--- src/rtl/uart_pkg.sv ---
// Shared UART definitions: FSM state type and bit-timing constants for the TX and RX paths.
// The PARITY state exists only when UART_TX_PARITY_EN is defined.
package uart_pkg;

    localparam int unsigned DATA_BITS          = 8;
    localparam int unsigned CLKS_PER_BIT_57600 = 868;
    localparam int unsigned HALF_BIT_57600     = 434;

    typedef enum logic [2:0] {
        ST_IDLE,
        ST_START,
        ST_DATA,
`ifdef UART_TX_PARITY_EN
        ST_PARITY,
`endif
        ST_STOP
    } uart_state_t;

endpackage

--- src/rtl/uart_bit_timer.sv ---
// Bit-period counter: counts 0..CLKS_PER_BIT-1 and pulses rollover on the last count.
module uart_bit_timer
    import uart_pkg::*;
#(
    parameter int unsigned CLKS_PER_BIT = CLKS_PER_BIT_57600
) (
    input  logic clk,
    input  logic clear,
    output logic rollover
);

    localparam int unsigned W = $clog2(CLKS_PER_BIT);
    localparam logic [W-1:0] LAST = W'(CLKS_PER_BIT - 1);

    logic [W-1:0] cnt;

    always_ff @(posedge clk) begin
        if (clear || rollover) begin
            cnt <= '0;
        end else begin
            cnt <= cnt + W'(1);
        end
    end

    assign rollover = (cnt == LAST);

endmodule

--- src/rtl/uart_tx_sched.sv ---
// Round-robin UART transmit scheduler sharing one TX line among NUM_REQ byte requesters.
// Define UART_TX_PARITY_EN to insert an even-parity bit between the data and stop bits.
module uart_tx_sched
    import uart_pkg::*;
#(
    parameter int unsigned NUM_REQ      = 2,
    parameter int unsigned CLKS_PER_BIT = CLKS_PER_BIT_57600
) (
    input  logic                 CLOCK_50,
    input  logic                 s_reset,
    input  logic [NUM_REQ-1:0]   req,
    input  logic [8*NUM_REQ-1:0] data,
    output logic [NUM_REQ-1:0]   ack,
    output logic [2:0]           grant_id,
    output logic                 busy,
    output logic                 done,
    output logic                 tx
);

    uart_state_t state_q, next_state;

    logic [2:0] ptr_q;
    logic [7:0] shreg_q;
    logic [2:0] bit_cnt_q;
    logic       roll;
    logic       timer_clear;
    logic       take;
    logic       found;
    logic [2:0] win;
    logic [7:0] win_byte;
    logic [3:0] pos;
`ifdef UART_TX_PARITY_EN
    logic       par_q;
`endif

    uart_bit_timer #(
        .CLKS_PER_BIT(CLKS_PER_BIT)
    ) u_timer (
        .clk     (CLOCK_50),
        .clear   (timer_clear),
        .rollover(roll)
    );

    // First pending requester at or after the pointer, scanning by offset.
    always_comb begin
        found    = 1'b0;
        win      = '0;
        win_byte = '0;
        pos      = '0;
        for (int unsigned k = 0; k < NUM_REQ; k++) begin
            pos = 4'(ptr_q) + 4'(k);
            if (pos >= 4'(NUM_REQ)) begin
                pos = pos - 4'(NUM_REQ);
            end
            for (int unsigned i = 0; i < NUM_REQ; i++) begin
                if (!found && req[i] && (pos == 4'(i))) begin
                    found    = 1'b1;
                    win      = 3'(i);
                    win_byte = data[8*i +: 8];
                end
            end
        end
    end

    assign take = (state_q == ST_IDLE) && found;

    always_comb begin
        next_state = state_q;
        ack        = '0;
        case (state_q)
            ST_IDLE: begin
                if (take) begin
                    next_state = ST_START;
                    for (int unsigned i = 0; i < NUM_REQ; i++) begin
                        ack[i] = (win == 3'(i));
                    end
                end
            end
            ST_START: begin
                if (roll) next_state = ST_DATA;
            end
            ST_DATA: begin
                if (roll && (bit_cnt_q == 3'(DATA_BITS - 1))) begin
`ifdef UART_TX_PARITY_EN
                    next_state = ST_PARITY;
`else
                    next_state = ST_STOP;
`endif
                end
            end
`ifdef UART_TX_PARITY_EN
            ST_PARITY: begin
                if (roll) next_state = ST_STOP;
            end
`endif
            ST_STOP: begin
                if (roll) next_state = ST_IDLE;
            end
            default: next_state = ST_IDLE;
        endcase
    end

    // The timer is held at zero in IDLE so the start bit gets a full period.
    assign timer_clear = s_reset || (state_q == ST_IDLE) || (next_state != state_q);

    always_ff @(posedge CLOCK_50) begin
        if (s_reset) begin
            state_q   <= ST_IDLE;
            ptr_q     <= '0;
            grant_id  <= '0;
            shreg_q   <= '0;
            bit_cnt_q <= '0;
`ifdef UART_TX_PARITY_EN
            par_q     <= 1'b0;
`endif
        end else begin
            state_q <= next_state;
            if (take) begin
                shreg_q   <= win_byte;
                grant_id  <= win;
                bit_cnt_q <= '0;
                ptr_q     <= (win == 3'(NUM_REQ - 1)) ? 3'd0 : win + 3'd1;
`ifdef UART_TX_PARITY_EN
                par_q     <= ^win_byte;
`endif
            end else if ((state_q == ST_DATA) && roll) begin
                shreg_q   <= {1'b0, shreg_q[7:1]};
                bit_cnt_q <= bit_cnt_q + 3'd1;
            end
        end
    end

    // Line and done are registered from the state, so both trail the FSM by one cycle.
    always_ff @(posedge CLOCK_50) begin
        if (s_reset) begin
            tx   <= 1'b1;
            done <= 1'b0;
        end else begin
            done <= (state_q == ST_STOP) && roll;
            case (state_q)
                ST_START:  tx <= 1'b0;
                ST_DATA:   tx <= shreg_q[0];
`ifdef UART_TX_PARITY_EN
                ST_PARITY: tx <= par_q;
`endif
                default:   tx <= 1'b1;
            endcase
        end
    end

    assign busy = (state_q != ST_IDLE);

endmodule

--- config.mk ---
export PLATFORM = sky130hd
export DESIGN_NAME = uart_tx_sched
export DESIGN_NICKNAME = d
export VERILOG_FILES = /design/src/rtl/uart_pkg.sv /design/src/rtl/uart_bit_timer.sv /design/src/rtl/uart_tx_sched.sv
export SDC_FILE = /design/constraint.sdc
export NUM_CORES = 1
export LEC_CHECK = 0
export ABC_AREA = 0
export CORE_MARGIN = 1
export CORE_UTILIZATION = 49
export CTS_CLUSTER_DIAMETER = 40
export DETAILED_ROUTE_END_ITERATION = 7
export PLACE_DENSITY = 0.8
export SYNTH_ARGS = -nofsm -noshare
export SYNTH_HDL_FRONTEND = slang
export SYNTH_SLANG_ARGS = --single-unit
--- constraint.sdc ---
create_clock -name CLOCK_50 -period 2.05 [get_ports CLOCK_50]
set_input_delay 0.205 -clock CLOCK_50 [delete_from_list [all_inputs] [get_ports CLOCK_50]]
set_output_delay 0.205 -clock CLOCK_50 [all_outputs]
set_load 0.03 [all_outputs]
==> key figures, run 1 <==
Status
  – Status: completed

Layout
  – Fraction of layout cells with a size suffix above 1: 10.4%
  – Design area: 1620 um2
  – Area grow syn2layout: 25.9%
  – Nets: 187
  – Final core utilization: 65.4%
  – Multi-input logic area: 681 um2
  – Antenna cell count: 0
  – Sequential cell area: 561 um2
  – Filler cell count: 219

STA
  – Final setup fails: 0
  – Hold_ws: 0.484 ns
  – RSZ-0062 raised after global routing: no
  – Fmax: 605 MHz
  – Final hold vios: 0
  – Setup tns final: 0 ns
  – Min Tclk post-route: 1.65 ns
  – Clock skew after layout: 0.00445 ns
  – Final worst slack: 0.397 ns
  – Final period util: 80.6%
  – Max Slew Vio Count: 0

Critical path
  – CP Max Fanout: 11
  – CP max-delay cell: dfxtp_1
  – Crit path buf inv count: 1
  – Data required, critical path: 2.30 ns
  – R2r endpoint: shreg_q[1]
  – Critical Path, Cell by Cell: ha_1, and4bb_4, nand4_2, buf_4, mux2i_1, a211oi_1
  – Crit. End Element: flop
  – Setup CP Type: flop to flop
  – Largest stage delay on the critical path: 0.40 ns
  – Largest delay share family, worst path: flip-flops
  – Startpoint Class: flop
  – Reg2Reg Depth: 6
  – R2r setup slk: 0.40 ns
  – Reg2reg start: u_timer.cnt[0]
  – Crit path DAT: 1.90 ns

Clock tree
  – Deepest clock path buffer count: 2
  – CTS tree: done
  – Total CTS buffers: 3
  – Postcts setup bufs: 0
  – Clk slew on worst S/H paths: 0.15 ns
  – Clock root buffer: clkbuf_4
  – Skew-Pair Late Insertion Delay: 0.33 ns
  – Clk sinks: 28
  – CTS H-tree lvls: 1

Drt
  – DRT iter0 DRCs: 7
  – Final ANT Viol Nets: 0
  – Drc violations: 0
  – Wire length per cell: 13.3 um
  – Total routed wirelength: 2560 um
  – 1st-pass router iterations: 4
  – DR vias/cell: 5.47
  – Vias: 1055

Floorplanning
  – # IOs: 28
  – Chip Height: 53.3 um
  – Die W: 53.3 um
  – Area of the core: 2480 um2
  – DIE AREA: 2840 um2
  – Num rows: 18
  – Starting Density: 52.0%

Power
  – P_leak: 0.677 nW
  – Max VDD drop: 0.378 mV
  – Pwr Density: 616 nW/um2

Placement
  – Place WS: 0.160 ns
  – PortBufs: 25
  – Final HPWL DP: 1960 um
  – Area after DPL: 1580 um2
  – Gpl congestion: 0.753

Logic synthesis
  – Distinct cells, synth: 37
  – Ys flop type: dfxtp_1
  – Ys Warns: 0
  – Post-synth EDFFs: 0
  – Avg Inst Size Synth: 9.61 um2
  – Synth async-reset ratio: 0%
  – Post-synthesis sequential area ratio: 43.5%
  – Synth Instances: 134
  – Yosys reg bits: 28
  – Cell area after synthesis: 1290 um2

Global route
  – Initial antenna violation count: 0
  – Largest net degree at the start of global routing: 17
  – Aggregate global routing overflow: 0
  – First-pass GRT wire length: 4190 um
  – Number of global-route vias before repair: 1000
  – Total GRT Usage: 20.4%

Min path
  – Hold Path End: u_timer.cnt[0]
  – Hold_sp: u_timer.cnt[0]
  – Hold Path Depth: 1
  – Hold Path Class: flop to flop

Run
  – Max-cap violation count: 0
-- cells by family (layout without fill, tap and decap cells) --
logic type | after synthesis | count (layout) | share of synthesized area, %
AOI/OAI and AO/OA | 23 | 23 | 13.6
xor gates and xnor gates | 10 | 10 | 6.80
adders and majority gates | 3 | 3 | 2.92
buffers and inverters | 10 | 37 | 4.18
DFF | 28 | 28 | 43.5
muxes | 9 | 9 | 7.00
other | 1 | 3 | 0.291
and+or+nand+nor | 50 | 50 | 21.7
-- per-stage QoR --
step	cells	power, W
finish	193	0.000999
global route	193	0.00104
CTS	193	0.00101
detailed placement	189	0.000738
global placement	189	0.000733
floorplan	136	0.000669
-- repair_timing --
item | CTS | global route
resized for setup | 0 | 2
setup endpoints to repair | 0 | 2
hold buffers | 0 | 0
-- routing by layer --
layer / track usage (%) / routed length, um / vias up
met5: 0 / 0 / -
met4: 7.89 / 25 / 0
met3: 3.74 / 78 / 4
met2: 37.5 / 1310 / 20
met1: 22.6 / 1150 / 493
li1: - / - / 538
-- how the worst max path moves through the flow --
stage          cells past startpoint          to      startpoint  slack, ns
2_1_floorplan                      6  shreg_q[1]  u_timer.cnt[0]       0.57
3_3_place_gp                       4      ack[1]          req[0]       0.19
3_5_place_dp                       4      ack[1]          req[0]       0.16
4_1_cts                            3      ack[1]      state_q[2]      0.002
5_1_grt                            6  shreg_q[5]  u_timer.cnt[0]       0.30
6_report                           6  shreg_q[1]  u_timer.cnt[0]       0.40
-- flip-flops by register name, summed over array words and instances (netlist names) --
register,flops
ptr_q,1
bit_cnt_q,3
done,1
tx,1
grant_id,1
shreg_q,8
u_timer.cnt,10
state_q,3
-- synthesized netlist by cell type (2+ instances only) --
| cell type | instances | area [um2] |
|---|---|---|
| and2_1 | 2 | 12.5 |
| a211oi_1 | 7 | 52.6 |
| buf_4 | 2 | 15.0 |
| xnor2_1 | 3 | 26.3 |
| nor3_1 | 4 | 20.0 |
| a221oi_1 | 7 | 61.3 |
| dfxtp_1 | 28 | 561 |
| nand4_1 | 3 | 18.8 |
| nor3_2 | 2 | 20.0 |
| mux2i_1 | 9 | 90.1 |
| and3_1 | 2 | 12.5 |
| clkbuf_1 | 4 | 15.0 |
| nor2_1 | 17 | 63.8 |
| inv_1 | 2 | 7.51 |
| nand3_1 | 5 | 25.0 |
| a21oi_1 | 3 | 15.0 |
| xor2_1 | 7 | 61.3 |
| nand2_1 | 6 | 22.5 |
| ha_1 | 3 | 37.5 |
-- cell usage in the layout, fill, tap and decap left out, drive strengths merged --
cell type	count
nor2b	1
a221oi	7
xor2	7
or2	1
a21oi	3
and4bb	1
dfxtp	28
a211oi	7
nand3	5
buf	7
a21boi	1
o21ai	2
clkdlybuf4s50	22
mux2i	9
ha	3
nand2	6
xnor2	3
conb	3
a32o	1
and3	2
nand4	4
a31oi	1
clkbuf	4
nand2b	1
dlymetal6s2s	2
a311oi	1
and2	2
inv	2
nor3b	2
nor3	6
nor2	17
and4	1
nand3b	1
-- report_power, final --
group	total [W]	switching, W	internal (W)
Sequential	0.000580	0.0000150	0.000565
Combinational	0.000146	0.0000708	0.0000753
Clock	0.000273	0.000164	0.000109
-- layout make-up --
class	count	share of cell area, %
clock buffer	4	2.24
inverter	2	0.463
timing repair buffer	31	18.4
sequential	28	34.6
tap	30	2.32
multi-input combinational	98	42.0
Note: power is estimated with default switching activity, not from simulation.
==> inputs of run 2 (changes only) <==
==> constraint.sdc (replaced) <==
create_clock -name CLOCK_50 -period 1.7 [get_ports CLOCK_50]
set_input_delay 0.17 -clock CLOCK_50 [delete_from_list [all_inputs] [get_ports CLOCK_50]]
set_output_delay 0.17 -clock CLOCK_50 [all_outputs]
set_load 0.03 [all_outputs]
==> run 2 against run 1 <==
Global-route usage shrank 0.29 points. Register-to-register slack lost 0.27 ns. Wire length shrank 2.7%. Die area is the same.
==> key figures, run 2 (synthesized netlist as in run 1, its figures left out) <==
Critical path
  – Critical path launch point: state_q[2]
  – Largest stage delay on the critical path: 0.38 ns (-0.02 ns)
  – Startpoint Class: flop
  – Largest delay share family, worst path: simple AND/OR/NAND/NOR gates
  – CP max-delay cell: dfxtp_1
  – Crit path DAT: 1.44 ns (-0.46 ns)
  – CP Max Fanout: 5 (-6)
  – Reg2reg start: u_timer.cnt[1]
  – Crit. End Element: output port
  – Crit path buf inv count: 2 (+1)
  – Most frequent CP cell: buf_4
  – Critical Path, Cell by Cell: nor3_2, buf_4, and3_1, buf_4
  – Setup CP Type: flop to output port
  – Data required, critical path: 1.53 ns (-0.77 ns)
  – R2r setup slk: 0.13 ns (-0.27 ns)

Min path
  – Hold Path Class: flop to flop
  – Hold_sp: u_timer.cnt[0]

Floorplanning
  – Starting Density: 52.0% (unchanged)
  – DIE AREA: 2840 um2 (unchanged)
  – Chip Height: 53.3 um (unchanged)
  – Num rows: 18 (unchanged)
  – Die W: 53.3 um (unchanged)
  – Area of the core: 2480 um2 (unchanged)
  – # IOs: 28 (unchanged)

Global route
  – Largest net degree at the start of global routing: 16 (-1)
  – Total GRT Usage: 20.1% (-0.29 points)
  – Number of global-route vias before repair: 993 (-0.70%)
  – Initial antenna violation count: 0 (unchanged)
  – Aggregate global routing overflow: 0 (unchanged)
  – First-pass GRT wire length: 4160 um (-0.67%)

Status
  – Status: completed

Power
  – Sw Ratio: 24.8% (-0.18 points)
  – Pwr Density: 704 nW/um2 (+14%)
  – Register share of total power: 61.3% (+3.3 points)
  – Psw: 0.000283 W (+13%)
  – Int Pwr: 0.000857 W (+14%)
  – P_leak: 0.653 nW (-3.5%)
  – Clock share of power: 22.9% (-4.4 points)
  – Combinational share of power: 15.8% (+1.2 points)
  – Max VDD drop: 0.509 mV (+35%)
  – Total power: 0.00114 W (+14%)

Placement
  – Place WS: 0.0751 ns (-0.0846 ns)
  – Final HPWL DP: 1940 um (-1.4%)
  – PortBufs: 25 (unchanged)
  – Gpl congestion: 0.734 (-2.5%)

Layout
  – Antenna cell count: 0 (unchanged)
  – Regs by FF count: u_timer.cnt (10), shreg_q (8)
  – Max reg flops: 10 (unchanged)
  – Nets: 186 (-0.53%)
  – Reg with most FFs: u_timer.cnt
  – Most common cell after layout, fill and taps aside: dfxtp_1
  – Fraction of layout cells with a size suffix above 1: 11.2% (+0.75 points)
  – Area grow syn2layout: 25.8% (about the same)
  – Commonest cells after routing, fill and taps aside: dfxtp_1, clkdlybuf4s50_1, nor2_1

STA
  – RSZ-0062 raised after global routing: no
  – Max Slew Vio Count: 0 (unchanged)
  – Clock skew after layout: 0.00547 ns (+0.00101 ns)
  – Final period util: 94.9%
  – Setup tns final: 0 ns (unchanged)
  – Final hold vios: 0 (unchanged)
  – Fmax: 620 MHz
  – Final worst slack: 0.0870 ns (-0.310 ns)
  – Min Tclk post-route: 1.61 ns
  – Final setup fails: 0 (unchanged)

Clock tree
  – Clk slew on worst S/H paths: 0.14 ns (about the same)
  – Skew-Pair Late Insertion Delay: 0.31 ns (-0.02 ns)
  – Total CTS buffers: 3 (unchanged)
  – Deepest clock path buffer count: 2 (unchanged)
  – Clk sinks: 28 (unchanged)
  – CTS tree: done
  – CTS H-tree lvls: 1 (unchanged)
  – Postcts setup bufs: 0 (unchanged)
  – CTS Hold Bufs: 0 (unchanged)
  – Clock root buffer: clkbuf_4

Drt
  – DRT iter0 DRCs: 12 (+5)
  – Wire length per cell: 13.1 um (-1.7%)
  – Drc violations: 0 (unchanged)
  – Vias: 1068 (+1.2%)
  – DR vias/cell: 5.59 (+2.3%)
  – Total routed wirelength: 2490 um (-2.7%)
  – 1st-pass router iterations: 4 (unchanged)
  – Final ANT Viol Nets: 0 (unchanged)

Run
  – Max-cap violation count: 0 (unchanged)
## run 2: cell count changes in the layout (fill, tap and decap cells not counted), sizes merged
| cell | change |
|---|---|
| dlymetal6s2s | -2 |
| clkbuf | -1 |
| dlygate4sd2 | +1 |
## run 2: power groups by stage
stage                     clock network, W  registers [W]  logic [W]
after floorplan                          0       0.000712  0.0000949
after global placement                   0       0.000711   0.000176
after detailed placement                 0       0.000712   0.000181
after CTS                         0.000275       0.000698   0.000181
after global routing              0.000292       0.000701   0.000196
final                             0.000261       0.000699   0.000181
## run 2: metrics by stage
stage / area (um2) / hold WS (ns) / std cells / utilization, %
floorplan: 1290 / 0.375 / 136 / -
global placement: 1590 / 0.436 / 188 / 64.3
detailed placement: 1590 / 0.448 / 188 / 64.3
CTS: 1620 / 0.462 / 191 / 65.2
global route: 1620 / 0.470 / 191 / 65.4
finish: 1620 / 0.443 / 191 / 65.4
## run 2: worst reg2reg max path, cell delays in order (launching register included)
cell      delay (ns)
dfxtp_1         0.38
ha_2            0.22
and4bb_4        0.26
nand4_2         0.13
buf_12          0.18
mux2i_1         0.12
a211oi_1        0.21
## run 2: layer usage
| metal | vias up | wire [um] | track usage [%] |
|---|---|---|---|
| li1 | 534 | - | - |
| met1 | 510 | 1080 | 23.2 |
| met2 | 22 | 1330 | 36.7 |
| met3 | 2 | 68 | 2.59 |
| met4 | 0 | 10 | 7.89 |
| met5 | - | 0 | 0 |
## run 2: timing repair
action	in CTS	in global routing
setup endpoints to repair	1	1
gates resized for setup	1	2
hold endpoints to repair	0	0
## run 2: cell type report
cell class	count	area [um2]
Clock buffer	3	22.5
Fill cell	215	858
Inverter	2	7.51
Multi-Input combinational cell	98	683
Sequential cell	28	562
Tap cell	30	37.5
Timing Repair Buffer	30	307
## run 2: path summary, 6_finish.rpt
check	end	cells after the start
worst max-delay path	ack[1]	4
worst min-delay path	u_timer.cnt[0]	1
worst max register to register	shreg_q[6]	6
worst min register to register	u_timer.cnt[0]	1
==> inputs of run 3 (changes only) <==
--- a/config.mk
+++ b/config.mk
@@ -5,8 +5,7 @@
 export SDC_FILE = /design/constraint.sdc
 export NUM_CORES = 1
 export LEC_CHECK = 0
-export ABC_AREA = 0
-export CORE_MARGIN = 1
+export CAP_MARGIN = 20
 export CORE_UTILIZATION = 49
 export CTS_CLUSTER_DIAMETER = 40
 export DETAILED_ROUTE_END_ITERATION = 7
==> results of run 3 <==
No change in the layout: final DEF, timing and power equal those of run 2.
